<file path="src/rtl/alu_result_commit_pkg.sv">
// Shared CPU definitions: datapath widths, 5-bit opcodes, result-commit classes.
// Pure declarations, no logic, so there is no latency or backpressure.
package cpu_defs;

  localparam int DATA_W = 32;
  localparam int REG_AW = 4;

  localparam logic [4:0] OP_LDW  = 5'b00000;
  localparam logic [4:0] OP_LDWI = 5'b00001;
  localparam logic [4:0] OP_STW  = 5'b00010;
  localparam logic [4:0] OP_ADD  = 5'b00011;
  localparam logic [4:0] OP_SUB  = 5'b00100;
  localparam logic [4:0] OP_SHR  = 5'b00101;
  localparam logic [4:0] OP_SHL  = 5'b00110;
  localparam logic [4:0] OP_ROR  = 5'b00111;
  localparam logic [4:0] OP_ROL  = 5'b01000;
  localparam logic [4:0] OP_AND  = 5'b01001;
  localparam logic [4:0] OP_OR   = 5'b01010;
  localparam logic [4:0] OP_ADDI = 5'b01011;
  localparam logic [4:0] OP_ANDI = 5'b01100;
  localparam logic [4:0] OP_ORI  = 5'b01101;
  localparam logic [4:0] OP_MUL  = 5'b01110;
  localparam logic [4:0] OP_DIV  = 5'b01111;
  localparam logic [4:0] OP_NEG  = 5'b10000;
  localparam logic [4:0] OP_NOT  = 5'b10001;
  localparam logic [4:0] OP_BR   = 5'b10010;
  localparam logic [4:0] OP_JR   = 5'b10011;
  localparam logic [4:0] OP_JAL  = 5'b10100;
  localparam logic [4:0] OP_IN   = 5'b10101;
  localparam logic [4:0] OP_OUT  = 5'b10110;
  localparam logic [4:0] OP_MFHI = 5'b10111;
  localparam logic [4:0] OP_MFLO = 5'b11000;
  localparam logic [4:0] OP_NOP  = 5'b11001;
  localparam logic [4:0] OP_HALT = 5'b11010;

  typedef enum logic [2:0] {
    ALU_WB  = 3'd0,
    HILO    = 3'd1,
    MOVE    = 3'd2,
    ADDR    = 3'd3,
    BRANCH  = 3'd4,
    NONE    = 3'd5,
    ILLEGAL = 3'd6
  } res_class_e;

endpackage

</file>
<file path="src/rtl/alu_result_commit_if.sv">
// ALU result bus: valid/ready handshake carrying opcode, 2*DATA_W result and destination.
// The producer holds every field stable while res_valid is high and res_ready is low.
interface alu_result_commit_if #(
  parameter int DATA_W = 32,
  parameter int REG_AW = 4
);
  logic                  res_valid;
  logic                  res_ready;
  logic [4:0]            opcode;
  logic [2*DATA_W-1:0]   rc;
  logic [REG_AW-1:0]     dest;

  modport master (output res_valid, output opcode, output rc, output dest, input res_ready);
  modport slave  (input res_valid, input opcode, input rc, input dest, output res_ready);
endinterface

</file>
<file path="src/rtl/alu_result_commit_decode.sv">
// Opcode to result-commit class, purely combinational (zero latency, no backpressure).
// Shared with the control unit, so unassigned codes map to ILLEGAL here, not at the caller.
module wb_class_decode (
  input  logic [4:0]           opcode_i,
  output cpu_defs::res_class_e cls_o
);
  import cpu_defs::*;

  always_comb begin
    cls_o = ILLEGAL;
    case (opcode_i)
      OP_ADD, OP_SUB, OP_SHR, OP_SHL, OP_ROR, OP_ROL, OP_AND, OP_OR,
      OP_ADDI, OP_ANDI, OP_ORI, OP_NEG, OP_NOT:      cls_o = ALU_WB;
      OP_MUL, OP_DIV:                                cls_o = HILO;
      OP_MFHI, OP_MFLO:                              cls_o = MOVE;
      OP_LDW, OP_LDWI, OP_STW:                       cls_o = ADDR;
      OP_BR:                                         cls_o = BRANCH;
      OP_JR, OP_JAL, OP_IN, OP_OUT, OP_NOP, OP_HALT: cls_o = NONE;
      default:                                       cls_o = ILLEGAL;
    endcase
  end
endmodule

</file>
<file path="src/rtl/alu_result_commit.sv">
// Latches one ALU result into Z, commits it to RF/HI-LO/MAR/PC two cycles after accept.
// One result in flight: res_ready only in IDLE, so a new accept is possible the cycle after commit.
module alu_result_commit #(
  parameter int DATA_W = cpu_defs::DATA_W,
  parameter int REG_AW = cpu_defs::REG_AW
) (
  input  logic                clk,
  input  logic                clear,
  alu_result_commit_if.slave  res,
  output logic                rf_we,
  output logic [REG_AW-1:0]   rf_addr,
  output logic [DATA_W-1:0]   rf_wdata,
  output logic                mar_load,
  output logic [DATA_W-1:0]   mar_data,
  output logic                pc_load,
  output logic [DATA_W-1:0]   pc_data,
  output logic [DATA_W-1:0]   hi_out,
  output logic [DATA_W-1:0]   lo_out,
  output logic                illegal
);
  import cpu_defs::*;

  localparam logic [1:0] ST_IDLE   = 2'd0;
  localparam logic [1:0] ST_ZLATCH = 2'd1;
  localparam logic [1:0] ST_COMMIT = 2'd2;

  logic [1:0]        state_q, state_d;
  logic [DATA_W-1:0] zhi_q, zlo_q, hi_q, lo_q;
  logic [4:0]        op_q;
  logic [REG_AW-1:0] dest_q;
  res_class_e        cls_w, cls_q;
  logic              rf_we_q, mar_load_q, pc_load_q, illegal_q;
  logic [REG_AW-1:0] rf_addr_q;
  logic [DATA_W-1:0] rf_wdata_q, mar_data_q, pc_data_q;
  logic              accept;

  assign res.res_ready = (state_q == ST_IDLE);
  assign accept        = res.res_valid && (state_q == ST_IDLE);

  wb_class_decode u_decode (
    .opcode_i (op_q),
    .cls_o    (cls_w)
  );

  always_comb begin
    state_d = state_q;
    case (state_q)
      ST_IDLE:   if (accept) state_d = ST_ZLATCH;
      ST_ZLATCH: state_d = ST_COMMIT;
      ST_COMMIT: state_d = ST_IDLE;
      default:   state_d = ST_IDLE;
    endcase
  end

  always_ff @(posedge clk) begin
    if (clear) begin
      state_q    <= ST_IDLE;
      zhi_q      <= '0;
      zlo_q      <= '0;
      hi_q       <= '0;
      lo_q       <= '0;
      op_q       <= '0;
      dest_q     <= '0;
      cls_q      <= NONE;
      rf_we_q    <= 1'b0;
      mar_load_q <= 1'b0;
      pc_load_q  <= 1'b0;
      illegal_q  <= 1'b0;
      rf_addr_q  <= '0;
      rf_wdata_q <= '0;
      mar_data_q <= '0;
      pc_data_q  <= '0;
    end else begin
      state_q    <= state_d;
      rf_we_q    <= 1'b0;
      mar_load_q <= 1'b0;
      pc_load_q  <= 1'b0;
      illegal_q  <= 1'b0;
      if (accept) begin
        zhi_q  <= res.rc[2*DATA_W-1:DATA_W];
        zlo_q  <= res.rc[DATA_W-1:0];
        op_q   <= res.opcode;
        dest_q <= res.dest;
      end
      // Strobes and data are registered on entry to COMMIT; data holds while idle.
      if (state_q == ST_ZLATCH) begin
        cls_q <= cls_w;
        case (cls_w)
          ALU_WB: begin
            rf_we_q    <= 1'b1;
            rf_addr_q  <= dest_q;
            rf_wdata_q <= zlo_q;
          end
          MOVE: begin
            rf_we_q    <= 1'b1;
            rf_addr_q  <= dest_q;
            rf_wdata_q <= (op_q == OP_MFHI) ? hi_q : lo_q;
          end
          ADDR: begin
            mar_load_q <= 1'b1;
            mar_data_q <= zlo_q;
          end
          BRANCH: begin
            pc_load_q <= 1'b1;
            pc_data_q <= zlo_q;
          end
          ILLEGAL: illegal_q <= 1'b1;
          default: ;
        endcase
      end
      if ((state_q == ST_COMMIT) && (cls_q == HILO)) begin
        hi_q <= zhi_q;
        lo_q <= zlo_q;
      end
    end
  end

  assign rf_we    = rf_we_q;
  assign rf_addr  = rf_addr_q;
  assign rf_wdata = rf_wdata_q;
  assign mar_load = mar_load_q;
  assign mar_data = mar_data_q;
  assign pc_load  = pc_load_q;
  assign pc_data  = pc_data_q;
  assign hi_out   = hi_q;
  assign lo_out   = lo_q;
  assign illegal  = illegal_q;
endmodule

</file>
<file path="src/flat_wrapper.sv">
// flat-port wrapper written by rule: the top's interface ports become plain ports
module alu_result_commit_flat import cpu_defs::*;
#(
  parameter int DATA_W = cpu_defs::DATA_W,
  parameter int REG_AW = cpu_defs::REG_AW
)
  (clk, clear, rf_we, rf_addr, rf_wdata, mar_load, mar_data, pc_load, pc_data, hi_out, lo_out, illegal, res_res_valid, res_opcode, res_rc, res_dest, res_res_ready);
  alu_result_commit_if #(.DATA_W(DATA_W), .REG_AW(REG_AW)) res_i ();
  input  logic clk;
  input  logic clear;
  output logic rf_we;
  output logic [REG_AW-1:0] rf_addr;
  output logic [DATA_W-1:0] rf_wdata;
  output logic mar_load;
  output logic [DATA_W-1:0] mar_data;
  output logic pc_load;
  output logic [DATA_W-1:0] pc_data;
  output logic [DATA_W-1:0] hi_out;
  output logic [DATA_W-1:0] lo_out;
  output logic illegal;
  input wire logic [$bits(res_i.res_valid)-1:0] res_res_valid;
  input wire logic [$bits(res_i.opcode)-1:0] res_opcode;
  input wire logic [$bits(res_i.rc)-1:0] res_rc;
  input wire logic [$bits(res_i.dest)-1:0] res_dest;
  output wire logic [$bits(res_i.res_ready)-1:0] res_res_ready;
  assign res_i.res_valid = res_res_valid;
  assign res_i.opcode = res_opcode;
  assign res_i.rc = res_rc;
  assign res_i.dest = res_dest;
  assign res_res_ready = res_i.res_ready;
  alu_result_commit #(.DATA_W(DATA_W), .REG_AW(REG_AW)) u_core (.clk(clk), .clear(clear), .res(res_i), .rf_we(rf_we), .rf_addr(rf_addr), .rf_wdata(rf_wdata), .mar_load(mar_load), .mar_data(mar_data), .pc_load(pc_load), .pc_data(pc_data), .hi_out(hi_out), .lo_out(lo_out), .illegal(illegal));
endmodule
</file>
<file path="config.mk">
export PLATFORM = sky130hd
export DESIGN_NAME = alu_result_commit_flat
export DESIGN_NICKNAME = d
export VERILOG_FILES = /design/src/rtl/alu_result_commit_pkg.sv /design/src/rtl/alu_result_commit_if.sv /design/src/rtl/alu_result_commit_decode.sv /design/src/rtl/alu_result_commit.sv /design/src/flat_wrapper.sv
export SDC_FILE = /design/constraint.sdc
export NUM_CORES = 1
export LEC_CHECK = 0
export CAP_MARGIN = 20
export CORE_UTILIZATION = 51
export DETAILED_ROUTE_END_ITERATION = 16
export GPL_TIMING_DRIVEN = 0
export PLACE_DENSITY = 0.79
export RECOVER_POWER = 100
export SYNTH_ARGS = -nofsm -noshare
export SYNTH_HDL_FRONTEND = slang
export SYNTH_SLANG_ARGS = --single-unit
</file>
<file path="constraint.sdc">
create_clock -name clk -period 4.4 [get_ports clk]
set_clock_uncertainty 0.15 [all_clocks]
set_input_delay 1.32 -clock clk [delete_from_list [all_inputs] [get_ports clk]]
set_output_delay 1.32 -clock clk [all_outputs]
set_load 0.005 [all_outputs]
</file>
==> results.txt <==
----------------------------------------------------
[Routing]
  Routed vias/inst ... 5.49
  Final antenna-violating net count ... 0
  Total via count in the routed design ... 9057
  Detailed Route Iter0 Violations ... 658
  Total routed wirelength ... 29500 um
  Residual DRC ... 0
  Routed wirelength normalized by instance count ... 17.8 um
  Number of iterations in the first detailed-routing pass ... 6

[Timing]
  Max Transition Viols Final ... 0
  RSZ-0062 raised after global routing ... no
  Final Hold Violating Endpoints ... 0
  Fmax ... 0.277 GHz
  Clock period minus final worst setup slack ... 3.60 ns
  Final setup violation count ... 0
  Tightest slew margin relative to the limit ... 31.1%
  Setup TNS ... 0 ns
  Measured slew at the worst slew-check pin ... 1.03 ns
  Final cycle utilization of the critical path ... 81.9%

[Clock network]
  TritonCTS clock tree ... done
  Cell at the root of the clock tree ... clkbuf_16
  Depth of the CTS H-tree ... 1
  Clock transition time at the flip-flop clock pins of the worst setup and hold paths ... 0.06 ns
  Post CTS Setup Buffer Count ... 0
  Total clock sinks ... 249
  CTS max path bufs ... 3
  Post-CTS Hold Fix Bufs ... 0
  TritonCTS Buffers ... 25
  Clock insertion delay at the later pin of the skew report ... 0.51 ns
  Quantity of gates resized following cts ... 0

[Logic synthesis]
  Cell Area, Synth ... 9280 um^2
  Syn Area/Cell ... 8.14 um^2
  Net Count, Synth ... 1216
  Number of synthesized register bits ... 249
  Fraction of the yosys area taken by sequential cells ... 53.7%
  Yosys warnings ... 0
  Synthesized instance count ... 1140
  Number of distinct library cells after synthesis ... 39

[Floorplanning]
  Floorplan row count ... 48
  Number of ports placed on the die boundary ... 245
  Chip Height ... 137 um
  Initial core utilization ... 52.9%
  Die width ... 137 um
  Die area ... 18700 um^2
  Core area ... 17500 um^2

[Finish]
  Layout Utilization ... 73.0%
  Synthesis-to-layout area growth ... 37.9%
  Final design area excluding fillers ... 12800 um^2
  Fill cells ... 1417
  Proportion of layout cells with a drive suffix above 1 ... 6.03%
  Post-route non-filler standard cell count ... 1651
  Count of nets after finishing ... 1486
  Number of diodes added for antenna fixing ... 0

[Pwr]
  Comb pwr share ... 8.4%
  Switching part of the total ... 23.5%
  Switching power ... 1.17 mW
  Power density cells ... 390 nW/um^2
  Share of power burned in registers ... 48.0%
  Standby leakage power ... 5.11 nW
  Cell internal pwr ... 3.81 mW
  Share of total power in the clock network ... 43.6%
  Worst VDD drop ... 0.331 mV
  Overall power ... 4.99 mW

[Setup path]
  Worst endpoint required time ... 4.70 ns
  Register-to-register setup slack ... 1.69 ns
  Type of element launching the critical path ... input port
  Data arrival time of the worst path ... 3.90 ns
  Library cell contributing the largest single delay on the critical path ... nor3b_1
  Largest driver fanout on the critical path ... 10
  Worst R2R Path Depth ... 6
  Startpoint-to-endpoint class of the critical path ... in2reg
  Largest stage delay on the critical path ... 0.64 ns
  Critical Path Sink Type ... register
  Cell chain of the critical path ... dlygate4sd3_1, nor3b_1, clkbuf_1, mux2i_1, inv_1, o31a_1, o21ai_1

[Global route]
  Leftover overflow at the end of global routing ... 0
  Met2 usage ... 49.5%
  GRT met3 Usage ... 5.41%
  Number of global-route vias before repair ... 8203
  Total global routing track utilization ... 30.8%
  Maximum number of pins on one net before global-route repair ... 14
  Met1 track demand over resource ... 41.7%
  Global-route wire length before repair ... 44100 um
  Initial antenna violation count ... 0
  Gr busiest metal ... met2

[Placed design]
  Number of port buffers ... 243
  Post-Place Cells ... 1608
  Post-place instance area ... 12000 um^2
  DP HPWL ... 21700 um
  Weighted congestion at the end of routability-driven global placement ... 0.904

[Run]
  Total of max-cap violations ... 0

[Worst hold path]
  Type of the most critical hold path ... reg2reg
  WHS Path Cells ... 2

[Run status]
  Status ... finished clean

----------------------------------------------------
[cell usage in the layout, fill, tap and decap left out, types with 2 or more instances in the layout]
master,instances
dlygate4sd3_1,170
a21oi_1,202
nand4_1,2
clkinv_2,2
buf_2,19
dfxtp_1,249
nor3_1,36
a311oi_1,2
nand2_1,408
nor2b_1,5
nand3b_1,4
a221oi_1,32
mux2i_4,3
nand3_1,3
clkbuf_8,6
nor3b_1,2
or3_1,2
mux2i_1,2
clkbuf_1,75
mux2_2,25
nor2_1,44
mux2_1,7
nand2b_1,6
or3b_1,2
bufinv_16,3
inv_1,3
clkbuf_16,25
clkdlybuf4s50_1,73
[power by group through the flow]
stage               registers, mW  logic (mW)  clock network (mW)
detailed placement           2.44       0.423                   0
CTS                          2.39       0.426                2.18
finish                       2.39       0.418                2.18
floorplan                    2.42       0.219                   0
global placement             2.44       0.417                   0
global route                 2.40       0.452                2.28
[through the flow]
stage               setup WS [ns]  hold slack (ns)
floorplan                    1.63            0.282
global placement            0.896            0.287
detailed placement          0.853            0.292
CTS                          1.33            0.301
global route                0.617            0.308
finish                      0.795            0.299
[layer usage]
| layer | vias up | wire, um |
|---|---|---|
| met4 | 0 | 755 |
| met2 | 405 | 13700 |
| li1 | 4346 | - |
| met3 | 60 | 2480 |
| met1 | 4246 | 12500 |
| met5 | - | 0 |
[cell usage after synthesis]
cell type / instances / area share, %
nand2_1: 408 / 16
dfxtp_1: 249 / 54
a21oi_1: 202 / 11
clkbuf_1: 66 / 2.7
nor2_1: 44 / 1.8
nor3_1: 36 / 1.9
a221oi_1: 32 / 3.0
mux2_2: 25 / 3.0
buf_2: 19 / 1.0
mux2_1: 7 / 0.85
nand2b_1: 6 / 0.40
nor2b_1: 5 / 0.34
nand3b_1: 4 / 0.32
inv_1: 3 / 0.12
mux2i_4: 3 / 0.73
nand3_1: 3 / 0.16
a311oi_1: 2 / 0.19
mux2i_1: 2 / 0.22
nand4_1: 2 / 0.13
or3_1: 2 / 0.13
or3b_1: 2 / 0.19
a21o_1: 1 / 0.081
and3_1: 1 / 0.067
buf_1: 1 / 0.040
buf_4: 1 / 0.081
buf_6: 1 / 0.12
inv_2: 1 / 0.040
nand4b_1: 1 / 0.094
nor3_2: 1 / 0.11
nor3b_2: 1 / 0.13
nor3b_4: 1 / 0.20
nor4_2: 1 / 0.13
o2111ai_1: 1 / 0.094
o21ai_1: 1 / 0.054
o21bai_1: 1 / 0.081
o31a_1: 1 / 0.094
o31ai_1: 1 / 0.081
or2_1: 1 / 0.067
or4_1: 1 / 0.081
[final cells by class]
| class | count | area [um^2] | area share [%] |
|---|---|---|---|
| clock inverters | 5 | 100 | 0.782 |
| inverters | 4 | 15.0 | 0.117 |
| multi-input cells | 799 | 3900 | 30.5 |
| repair buffers | 243 | 2430 | 19.0 |
| plain buffers | 88 | 354 | 2.77 |
| flip-flops and latches | 249 | 4980 | 38.9 |
| well taps | 225 | 282 | 2.20 |
| clock buffers | 38 | 734 | 5.74 |
[worst max-delay path: cells and delay by family]
family                 cells  cell delay, ns
muxes                      1            0.42
AOI/OAI and AO/OA          2            0.38
buffers and inverters      3            1.14
and+or+nand+nor            1            0.64
[kinds of logic after synthesis]
group	share of synthesized area [%]
simple gates	22.8
mux	4.83
buf+inv	4.10
flops	53.7
compound gates	14.6
[state kept, by name (all words and copies together), names as in the netlist, 2 cells and up]
signal / flops
u_core.hi_out: 32
u_core.lo_out: 32
u_core.mar_data: 32
u_core.pc_data: 32
u_core.rf_wdata: 32
u_core.zhi_q: 32
u_core.zlo_q: 32
u_core.op_q: 5
u_core.dest_q: 4
u_core.rf_addr: 4
u_core.cls_q: 3
u_core.u_decode.cls_o: 3
u_core.state_q: 2
[path summary, 6_finish.rpt]
| check | from | end |
|---|---|---|
| worst min-delay path | u_core.zhi_q[31] | u_core.hi_out[31] |
| worst max-delay path | res_res_valid | u_core.u_decode.cls_o[0] |
| worst max register to register | u_core.state_q[0] | u_core.u_decode.cls_o[0] |
| worst min register to register | u_core.zhi_q[31] | u_core.hi_out[31] |
No activity file was read; power rests on OpenSTA's default activity.
